==> src/rtl/seg7_pkg.sv <==
// Shared 7-segment code constants and capture FSM states.
// Used by both the forward display driver and the capture decoder.
package seg7_pkg;

   localparam logic [6:0] SEG_0     = 7'h5f;
   localparam logic [6:0] SEG_1     = 7'h06;
   localparam logic [6:0] SEG_2     = 7'h3b;
   localparam logic [6:0] SEG_3     = 7'h2f;
   localparam logic [6:0] SEG_4     = 7'h66;
   localparam logic [6:0] SEG_5     = 7'h6d;
   localparam logic [6:0] SEG_6     = 7'h7d;
   localparam logic [6:0] SEG_7     = 7'h07;
   localparam logic [6:0] SEG_8     = 7'h7f;
   localparam logic [6:0] SEG_9     = 7'h6f;
   localparam logic [6:0] SEG_A     = 7'h77;
   localparam logic [6:0] SEG_B     = 7'h7c;
   localparam logic [6:0] SEG_C     = 7'h59;
   localparam logic [6:0] SEG_D     = 7'h3e;
   localparam logic [6:0] SEG_E     = 7'h79;
   localparam logic [6:0] SEG_F     = 7'h71;
   localparam logic [6:0] SEG_BLANK = 7'h00;

   typedef enum logic [1:0] {
      IDLE   = 2'd0,
      SETTLE = 2'd1,
      HOLD   = 2'd2
   } state_t;

endpackage

==> src/rtl/seg7_pattern_match.sv <==
// Combinational reverse lookup: 7-bit segment code to hex nibble.
// hit is low for any code outside the 16-entry table.
module seg7_pattern_match
   import seg7_pkg::*;
(
   input  logic [6:0] code,
   output logic       hit,
   output logic [3:0] nibble
);

   // table lookup; unlisted codes miss
   always_comb begin
      hit    = 1'b1;
      nibble = 4'h0;
      case (code)
         SEG_0:   nibble = 4'h0;
         SEG_1:   nibble = 4'h1;
         SEG_2:   nibble = 4'h2;
         SEG_3:   nibble = 4'h3;
         SEG_4:   nibble = 4'h4;
         SEG_5:   nibble = 4'h5;
         SEG_6:   nibble = 4'h6;
         SEG_7:   nibble = 4'h7;
         SEG_8:   nibble = 4'h8;
         SEG_9:   nibble = 4'h9;
         SEG_A:   nibble = 4'ha;
         SEG_B:   nibble = 4'hb;
         SEG_C:   nibble = 4'hc;
         SEG_D:   nibble = 4'hd;
         SEG_E:   nibble = 4'he;
         SEG_F:   nibble = 4'hf;
         default: hit    = 1'b0;
      endcase
   end

endmodule

==> src/rtl/seg7_capture_decoder.sv <==
// Multiplexed 7-segment bus receiver: settle, capture, decode per digit.
// Optional SEG7_CAP_BLANK_EN treats code 00 as a recognised blank digit.
module seg7_capture_decoder
   import seg7_pkg::*;
#(
   parameter int NUM_DIGITS    = 4,
   parameter int STABLE_CYCLES = 16
) (
   input  logic                    i_clk,
   input  logic                    i_reset,
   input  logic [7:0]              i_seg,
   input  logic [NUM_DIGITS-1:0]   i_digit_sel,
   output logic [4*NUM_DIGITS-1:0] o_digits,
   output logic [NUM_DIGITS-1:0]   o_dp,
   output logic [NUM_DIGITS-1:0]   o_valid,
   output logic [NUM_DIGITS-1:0]   o_err,
   output logic                    o_sel_err,
   output logic                    o_frame
);

   localparam logic [15:0] CNT_MAX    = 16'hffff;
   localparam logic [15:0] STABLE_CNT = 16'(STABLE_CYCLES);

   logic [NUM_DIGITS-1:0] s_sel, p_sel, mask, cap_mask, mask_or;
   logic [7:0]            s_seg, p_seg;
   logic                  multi_q;
   state_t                state, state_nx;
   logic [15:0]           cnt, cnt_nx;
   logic                  cap, onehot, multi, same;
   logic                  hit, blank;
   logic [3:0]            nibble;

   assign onehot = (s_sel != '0) &&
                   ((s_sel & (s_sel - NUM_DIGITS'(1))) == '0);
   assign multi  = (s_sel != '0) && !onehot;
   assign same   = (s_sel == p_sel) && (s_seg == p_seg);

`ifdef SEG7_CAP_BLANK_EN
   assign blank = (s_seg[6:0] == SEG_BLANK);
`else
   assign blank = 1'b0;
`endif

   seg7_pattern_match u_match (
      .code   (s_seg[6:0]),
      .hit    (hit),
      .nibble (nibble)
   );

   // input sampling plus one-cycle history for the stability compare
   always_ff @(posedge i_clk) begin
      if (i_reset) begin
         s_sel <= '0;
         s_seg <= '0;
         p_sel <= '0;
         p_seg <= '0;
      end else begin
         s_sel <= i_digit_sel;
         s_seg <= i_seg;
         p_sel <= s_sel;
         p_seg <= s_seg;
      end
   end

   // state and dwell counter registers
   always_ff @(posedge i_clk) begin
      if (i_reset) begin
         state <= IDLE;
         cnt   <= '0;
      end else begin
         state <= state_nx;
         cnt   <= cnt_nx;
      end
   end

   // settle/hold sequencing; capture fires on the last stable sample
   always_comb begin
      state_nx = state;
      cnt_nx   = cnt;
      cap      = 1'b0;
      unique case (state)
         IDLE: begin
            if (onehot) begin
               state_nx = SETTLE;
               cnt_nx   = 16'd1;
            end
         end
         SETTLE: begin
            if (!onehot) begin
               state_nx = IDLE;
               cnt_nx   = '0;
            end else if (!same) begin
               cnt_nx = 16'd1;
            end else begin
               cnt_nx = (cnt == CNT_MAX) ? cnt : cnt + 16'd1;
               if (cnt_nx >= STABLE_CNT) begin
                  cap      = 1'b1;
                  state_nx = HOLD;
               end
            end
         end
         HOLD: begin
            if (!onehot) begin
               state_nx = IDLE;
               cnt_nx   = '0;
            end else if (!same) begin
               state_nx = SETTLE;
               cnt_nx   = 16'd1;
            end else begin
               cnt_nx = (cnt == CNT_MAX) ? cnt : cnt + 16'd1;
            end
         end
         default: begin
            state_nx = IDLE;
            cnt_nx   = '0;
         end
      endcase
   end

   // per-digit capture registers
   always_ff @(posedge i_clk) begin
      if (i_reset) begin
         o_digits <= '0;
         o_dp     <= '0;
         o_valid  <= '0;
         o_err    <= '0;
      end else if (cap) begin
         for (int n = 0; n < NUM_DIGITS; n++) begin
            if (s_sel[n]) begin
               if (blank) begin
                  o_valid[n] <= 1'b0;
                  o_err[n]   <= 1'b0;
               end else if (hit) begin
                  o_digits[4*n +: 4] <= nibble;
                  o_dp[n]            <= s_seg[7];
                  o_valid[n]         <= 1'b1;
                  o_err[n]           <= 1'b0;
               end else begin
                  o_err[n] <= 1'b1;
               end
            end
         end
      end
   end

   assign cap_mask = cap ? s_sel : '0;
   assign mask_or  = mask | cap_mask;

   // frame mask: pulse and clear once every digit has been captured
   always_ff @(posedge i_clk) begin
      if (i_reset) begin
         mask    <= '0;
         o_frame <= 1'b0;
      end else if (&mask_or) begin
         mask    <= '0;
         o_frame <= 1'b1;
      end else begin
         mask    <= mask_or;
         o_frame <= 1'b0;
      end
   end

   // multi-hot strobe detector, one pulse per entry
   always_ff @(posedge i_clk) begin
      if (i_reset) begin
         multi_q   <= 1'b0;
         o_sel_err <= 1'b0;
      end else begin
         multi_q   <= multi;
         o_sel_err <= multi & ~multi_q;
      end
   end

endmodule

==> config.mk <==
export PLATFORM = sky130hd
export DESIGN_NAME = seg7_capture_decoder
export DESIGN_NICKNAME = d
export VERILOG_FILES = /design/src/rtl/seg7_pkg.sv /design/src/rtl/seg7_pattern_match.sv /design/src/rtl/seg7_capture_decoder.sv
export SDC_FILE = /design/constraint.sdc
export NUM_CORES = 1
export LEC_CHECK = 0
export ABC_AREA = 1
export CORE_MARGIN = 5
export CORE_UTILIZATION = 56
export CTS_CLUSTER_DIAMETER = 200
export DETAILED_ROUTE_END_ITERATION = 8
export PLACE_DENSITY = 0.8
export SETUP_SLACK_MARGIN = 0.5
export SLEW_MARGIN = 20
export SYNTH_ARGS = -nofsm -noshare
export SYNTH_HDL_FRONTEND = slang
export SYNTH_SLANG_ARGS = --single-unit
==> constraint.sdc <==
create_clock -name i_clk -period 2.37 [get_ports i_clk]
set_input_delay 0.3555 -clock i_clk [delete_from_list [all_inputs] [get_ports i_clk]]
set_output_delay 0.3555 -clock i_clk [all_outputs]
set_load 0.02 [all_outputs]
# Word-level counts from Yosys, hierarchy flattened
# Cells that the tools add are included.
totals:
  reg_bits: 77
  latchBits: 0
  ramBits: 0
  mem_bits_ro: 0
  inputBits: 14
  out_inout_bits: 30
  elab_cells: 99
  n_memories: 0
classes:
  add_sub_neg: 2
  n_mul: 0
  n_div: 0
  n_lt_le_gt_ge: 1
  n_eq_ne: 25
  n_shift: 0
  muxes: 21
  n_bitwise: 4
  reduce_logical: 20
ops:
  columns: ["cell", "n"]
  rows:
  - ["$eq A7 B7 Y1 const B", 11]
  - ["$mux W16", 4]
  - ["$pmux W4 S15", 1]
  - ["$pmux W16 S2", 1]
  - ["$eq A7 B6 Y1 const B", 3]
  - ["$add A16 B1 Y16 const B", 1]
  - ["$eq A16 B16 Y1 const B", 1]
  - ["$ge A16 B5 Y1 const B", 1]
  - ["$reduce_or A16 Y1", 1]
  - ["$eq A7 B3 Y1 const B", 2]
  - ["$mux W2", 6]
  - ["$reduce_and A3 Y1", 4]
  - ["$ne A3 B3 Y1 const B", 3]
  - ["$eq A8 B8 Y1", 1]
  - ["$reduce_and A2 Y1", 4]
  - ["$reduce_and A4 Y1", 2]
  - ["$mux W1", 7]
  - ["$pmux W2 S3", 1]
  - ["$and A4 B4 Y4", 1]
  - ["$eq A4 B4 Y1", 1]
  - ["$logic_not A4 Y1", 1]
  - ["$mux W4", 1]
  - ["$or A4 B4 Y4", 1]
  - ["$reduce_bool A4 Y1", 1]
  - ["10 further kinds", 13]

# Longest topological paths before layout
logic_depth:
  ltp_word: 11
  depth_mapped: 16
  depth_no_buf: 16

# Hierarchy
# From an unflattened synthesis, not the netlist that was laid out.
hier_totals:
  hier_cells: 568
  area_unflattened_um2: 3917.5
modules_own_cells:
  columns: ["mod", "instances", "cells_each", "area_per_inst_um2", "seq_area_each_um2"]
  rows:
  - ["seg7_capture_decoder", 1, 479, 3534.6, 1541.5]
  - ["seg7_pattern_match", 1, 89, 382.9, 0.0]

# Worst setup path before layout
# No wires, ideal clock.
synth_path:
  kind: "register -> register"
  from: "register cnt[0]"
  to: "register mask[0]"
  setup_ns: 0.136
  t_arrival_ns: 1.868
  required_time_ns: 2.234
  slack_ns: 0.366
  stages_incl_launch_ff: 16
  path_buffers: 1
  synth_period_minus_slack_ns: 2.004
  cell_sequence: "dfxtp_1 -> ha_1 -> nand2_1 -> nor2_4 -> nand2_4 -> nor2_4 -> inv_2 -> buf_6 -> nand3_2 -> nor2_2 -> nand3_4 -> nand3_1 -> nand2_2 -> nand2_2 -> nor2_4 -> nor3_2"
synth_via:
  elab_chain_cells: 11
  elab_cells_between_ends: 12
  cone_classes: "add/sub (1); order compare (1); eq/ne (1); mux (6); bitwise (1); reduce/logical (2)"
synth_rtl:
  columns: ["item", "line_no", "rtl"]
  rows:
  - ["from (decl)", "seg7_capture_decoder.sv:28", "logic [15:0] cnt, cnt_nx;"]
  - ["from (signal assigned)", "seg7_capture_decoder.sv:72", "cnt <= cnt_nx;"]
  - ["$add A16 B1 Y16 or $eq A16 B16 Y1 (tied branches)", "seg7_capture_decoder.sv:95", "cnt_nx = (cnt == CNT_MAX) ? cnt : cnt + 16'd1;"]
  - ["$mux W16 (*)", null, null]
  - ["$ge A16 B5 Y1 (*)", "seg7_capture_decoder.sv:96", "if (cnt_nx >= STABLE_CNT) begin"]
  - ["$mux W1 (*)", "seg7_capture_decoder.sv:96", null]
  - ["$mux W1 (*)", "seg7_capture_decoder.sv:92", "end else if (!same) begin"]
  - ["$mux W1 (*)", "seg7_capture_decoder.sv:89", "if (!onehot) begin"]
  - ["$mux W1 (*)", "seg7_capture_decoder.sv:81", "unique case (state)"]
  - ["$mux W4 (*)", "seg7_capture_decoder.sv:146", "assign cap_mask = cap ? s_sel : '0;"]
  - ["$or A4 B4 Y4 (*)", "seg7_capture_decoder.sv:147", "assign mask_or = mask | cap_mask;"]
  - ["$reduce_and A4 Y1", "seg7_capture_decoder.sv:154", "end else if (&mask_or) begin"]
  - ["$reduce_or A2 Y1 (no line)", null, null]
  - ["to (signal assigned)", "seg7_capture_decoder.sv:158", "mask <= mask_or;"]
  - ["to (decl)", "seg7_capture_decoder.sv:24", "logic [NUM_DIGITS-1:0] s_sel, p_sel, mask, cap_mask, mask_or;"]
# Mark *: on every way between the ends. The rest lies on a longest branch, timed or not.
# A chain may end at the register's enable or synchronous reset.

# Final worst setup path
layout_path:
  from: "register s_seg[6]"
  to: "register o_digits[0]"
layout_via:
  elab_chain_cells: 6
  elab_cells_between_ends: 25
  cone_classes: "eq/ne (17); mux (5); reduce/logical (3)"
layout_rtl:
  columns: ["item", "line_no", "rtl"]
  rows:
  - ["from (decl)", "seg7_capture_decoder.sv:25", "logic [7:0] s_seg, p_seg;"]
  - ["from (signal assigned)", "seg7_capture_decoder.sv:59", "s_seg <= i_seg;"]
  - ["$eq A8 B8 Y1", "seg7_capture_decoder.sv:36", "assign same = (s_sel == p_sel) && (s_seg == p_seg);"]
  - ["$logic_and A1 B1 Y1", "seg7_capture_decoder.sv:36", null]
  - ["$mux W1", "seg7_capture_decoder.sv:92", null]
  - ["$mux W1", "seg7_capture_decoder.sv:89", null]
  - ["$mux W1", "seg7_capture_decoder.sv:81", null]
  - ["$reduce_and A3 Y1 (no line)", null, null]
  - ["to (signal, indexed assignment)", "seg7_capture_decoder.sv:134", "o_digits[4*n +: 4] <= nibble;"]
  - ["to (decl)", "seg7_capture_decoder.sv:13", "output logic [4*NUM_DIGITS-1:0] o_digits,"]
# Parallel ways exist; a longest one is shown, timed or not.

==> out/qor.txt <==
status -> finished, final reports clean
global placement routability congestion -> 0.8927
P_leak -> 2.329 nW
Worst Hold Class -> flip-flop to flip-flop
Tot GR Track Use -> 0.2360
syn_nets -> 568
Hold WS -> 0.3779 ns
unrepaired setup endpoints after global routing -> yes
cells after synthesis -> 549
Num Clock Sinks -> 77
root buf cell -> clkbuf_8
PortBufs -> 43
Netlist cell types -> 36
share of layout cells above drive strength 1 -> 0.2433
Slew headroom -> 0.4084
vias in the first global route -> 3,672
Post-Route Skew -> 0.01478 ns
Core ar. -> 6756 um^2
net load switching power -> 0.9079 mW
DP Wirelength -> 6368 um
xor/xnor share of the synthesized area -> 0.02942
Crit Path Max Fanout -> 7
final setup violation count -> 0
Gate power share -> 0.167
Placed Cells -> 660
Rows -> 30
fin crit share -> 0.9987
Num CTS Buffers -> 9
largest family of logic cells by synthesized area -> simple AND/OR/NAND/NOR gates
Final Critical Period -> 2.367 ns
post-synthesis instance area -> 3870 um^2
Die ar. -> 8673 um^2
dpl cell area -> 4365 um^2
Remaining Overflow, GRT -> 0
Reg power frac -> 0.478
switch share -> 0.3086
overall die height -> 93.13 um
max_cap viols -> 0
IO Count -> 44
Antenna Violating Nets Remaining -> 0
Area Growth Syn to Fin -> 34.59%
Yosys Warn Count -> 0
Clock transition at path regs -> 0.09 ns
FF+latch area -> 1582 um^2
Startpoint Class -> flip-flop
Crit path arrival time -> 2.60 ns
multiplexer area fraction after synthesis -> 0
CP Capture Type -> flip-flop
Placement Setup Slack -> 0.1765 ns
Die Width -> 93.13 um
Post-Synth Simple-Gate Area -> 0.3107
post-synthesis compound-gate area fraction -> 0.1138
Final #Nets -> 651
critical path class -> flip-flop to flip-flop
clock share of power -> 0.354
FF+latch count, synth -> 77
Routed WL per cell -> 16.47 um
Slew @ Worst Pin -> 0.8864 ns
multi-input logic area -> 2118 um^2
Starting Density -> 0.5728
fin. max-slew vios -> 0
first-pass GRT wire length -> 16,450 um
post-synthesis sequential area ratio -> 0.3983
fillers -> 420
fin worst setup slack -> 0.003197 ns
Detailed Route WL -> 11,810 um
pin count of the biggest net entering global routing -> 53
syn_area_per_cell -> 7.049 um^2
fin cells -> 717
internal power -> 2.034 mW
CTS tree -> built
Via density -> 5.711
diodes inserted -> 0
H-Tree Level Count -> 3
via count -> 4,095
synthesized-area fraction occupied by adder cells -> 0.01617
Max Clk Rate -> 422.5 MHz
DR pass1 iterations -> 5
CTS Hold Bufs -> 0
clock buffer depth -> 2
Remaining DRCs -> 0
initial antenna violation count -> 0
Worst Path Required -> 2.61 ns
worst skew pair latency -> 0.36 ns
Power Density -> 564.7 nW/um^2
1st-iter DRT viols -> 406
Post-Layout Inst Area -> 5209 um^2
final hold violations -> 0
maximum vdd drop -> 463.9 uV
-- stage by stage --
step / utilization / TNS [ns] / power (mW)
floorplan: - / 0 / 1.697
global placement: 0.6461 / 0 / 1.791
detailed placement: 0.6461 / 0 / 1.806
CTS: 0.7328 / 0 / 2.869
global route: 0.7709 / -0.04594 / 3.048
finish: 0.7709 / 0 / 2.942
-- final cells by class --
cell class,instances,share of cell area
clock buffers,9,0.02378
flip-flops and latches,77,0.3036
multi-input cells,352,0.4067
clock inverters,7,0.01537
inverters,107,0.07759
well taps,80,0.01922
repair buffers,85,0.1537
-- path summary, 6_finish.rpt --
kind                               start  depth (start not counted)     endpoint  slack, ns
worst max-delay path            s_seg[6]                         11  o_digits[0]      0.003
worst min register to register   multi_q                          1    o_sel_err       0.38
worst min-delay path             multi_q                          1    o_sel_err       0.38
worst max register to register  s_seg[6]                         11  o_digits[0]      0.003
-- synth_stat cells --
cell type / number / area, um^2
nand2_1: 107 / 401.6
inv_1: 105 / 394.1
dfxtp_1: 77 / 1541
nor2_1: 60 / 225.2
a21oi_1: 45 / 225.2
nand3_1: 27 / 135.1
o21ai_0: 17 / 85.08
nor3_1: 12 / 60.06
nand4_1: 10 / 62.56
clkbuf_1: 7 / 26.28
o21ai_1: 7 / 35.03
xor2_1: 7 / 61.31
nand2_2: 6 / 37.54
nor2_2: 6 / 37.54
xnor2_1: 6 / 52.55
buf_2: 5 / 25.02
buf_6: 5 / 56.30
ha_1: 5 / 62.56
nand4_2: 5 / 62.56
nor2_4: 5 / 56.30
nor3_2: 4 / 40.04
a211oi_2: 2 / 25.02
inv_2: 2 / 7.510
nand3_2: 2 / 20.02
nor4_1: 2 / 12.51
o211ai_1: 2 / 15.01
o211ai_2: 2 / 25.02
a21oi_2: 1 / 8.760
a31oi_1: 1 / 6.260
nand2_4: 1 / 11.26
nand3_4: 1 / 17.52
nand3b_1: 1 / 7.510
nor4b_1: 1 / 8.760
o21a_1: 1 / 7.510
o21bai_1: 1 / 7.510
or2_0: 1 / 6.260
-- kinds of logic after synthesis --
logic type	count (synthesis)
flops	77
simple gates	251
fa+ha+maj	5
xor+xnor	13
compound gates	79
buf+inv	124
-- flip-flops by register name, summed over array words and instances, names as in the netlist --
signal and cells:
cnt 16, mask 4, multi_q 1, o_digits 16, o_dp 4, o_err 4
o_frame 1, o_sel_err 1, o_valid 4, p_seg 8, p_sel 4, s_seg 8
s_sel 4, state 2
-- critical path, cell delays in order (launching register included) --
cell	delay, ns
dfxtp_1	0.47
inv_1	0.12
nand3_1	0.12
nor2_1	0.08
a21oi_2	0.16
nand2_1	0.09
nor2_1	0.17
nand4_1	0.21
buf_12	0.22
nand4_4	0.10
o21ai_0	0.14
a21oi_1	0.36
-- what timing repair did --
action | 4_1_cts | 5_1_grt
resized for setup | 51 | 32
buffers inserted | 18 | 19
setup endpoints to repair | 51 | 50
cloned | 4 | 0
pin swaps | 8 | 10
-- power by group through the flow --
| stage | clock network, mW | logic, mW | registers, mW |
|---|---|---|---|
| after global placement | 0 | 0.361 | 1.43 |
| after CTS | 1.04 | 0.424 | 1.40 |
| after global routing | 1.09 | 0.543 | 1.41 |
| after floorplan | 0 | 0.277 | 1.42 |
| final | 1.04 | 0.492 | 1.41 |
| after detailed placement | 0 | 0.373 | 1.43 |
-- metal layers --
layer,GRT usage,vias to the layer above,part of all wire,wire [um]
li1,-,1896,-,-
met1,0.2818,1910,0.38,4483
met2,0.4085,228,0.50,5952
met3,0.03862,61,0.071,844
met4,0.1184,0,0.044,525
met5,0,-,0,0
-- cell usage in the layout (no fill, tap or decap), types with 2 or more instances in the layout --
master	n
nand3_1	19
buf_6	7
inv_2	2
xor2_1	7
a21oi_1	44
buf_12	3
nand3_4	2
buf_4	31
o211ai_2	2
inv_6	3
dfxtp_1	59
nand2_2	13
o21ai_0	12
ha_1	4
nor3_2	9
clkbuf_8	9
nand3_2	10
nand4_1	10
nor2_1	49
inv_1	104
clkdlybuf4s50_1	42
xnor2_1	6
a211oi_2	2
nor2_4	12
nor3_1	7
nand2_1	99
o21ai_2	2
clkinvlp_4	2
o21ai_1	10
nand2_4	2
dfxtp_2	11
nor2_2	10
nand4_4	7
a21oi_2	2
o211ai_1	2
dfxtp_4	7
(Power assumes the default switching activity.)
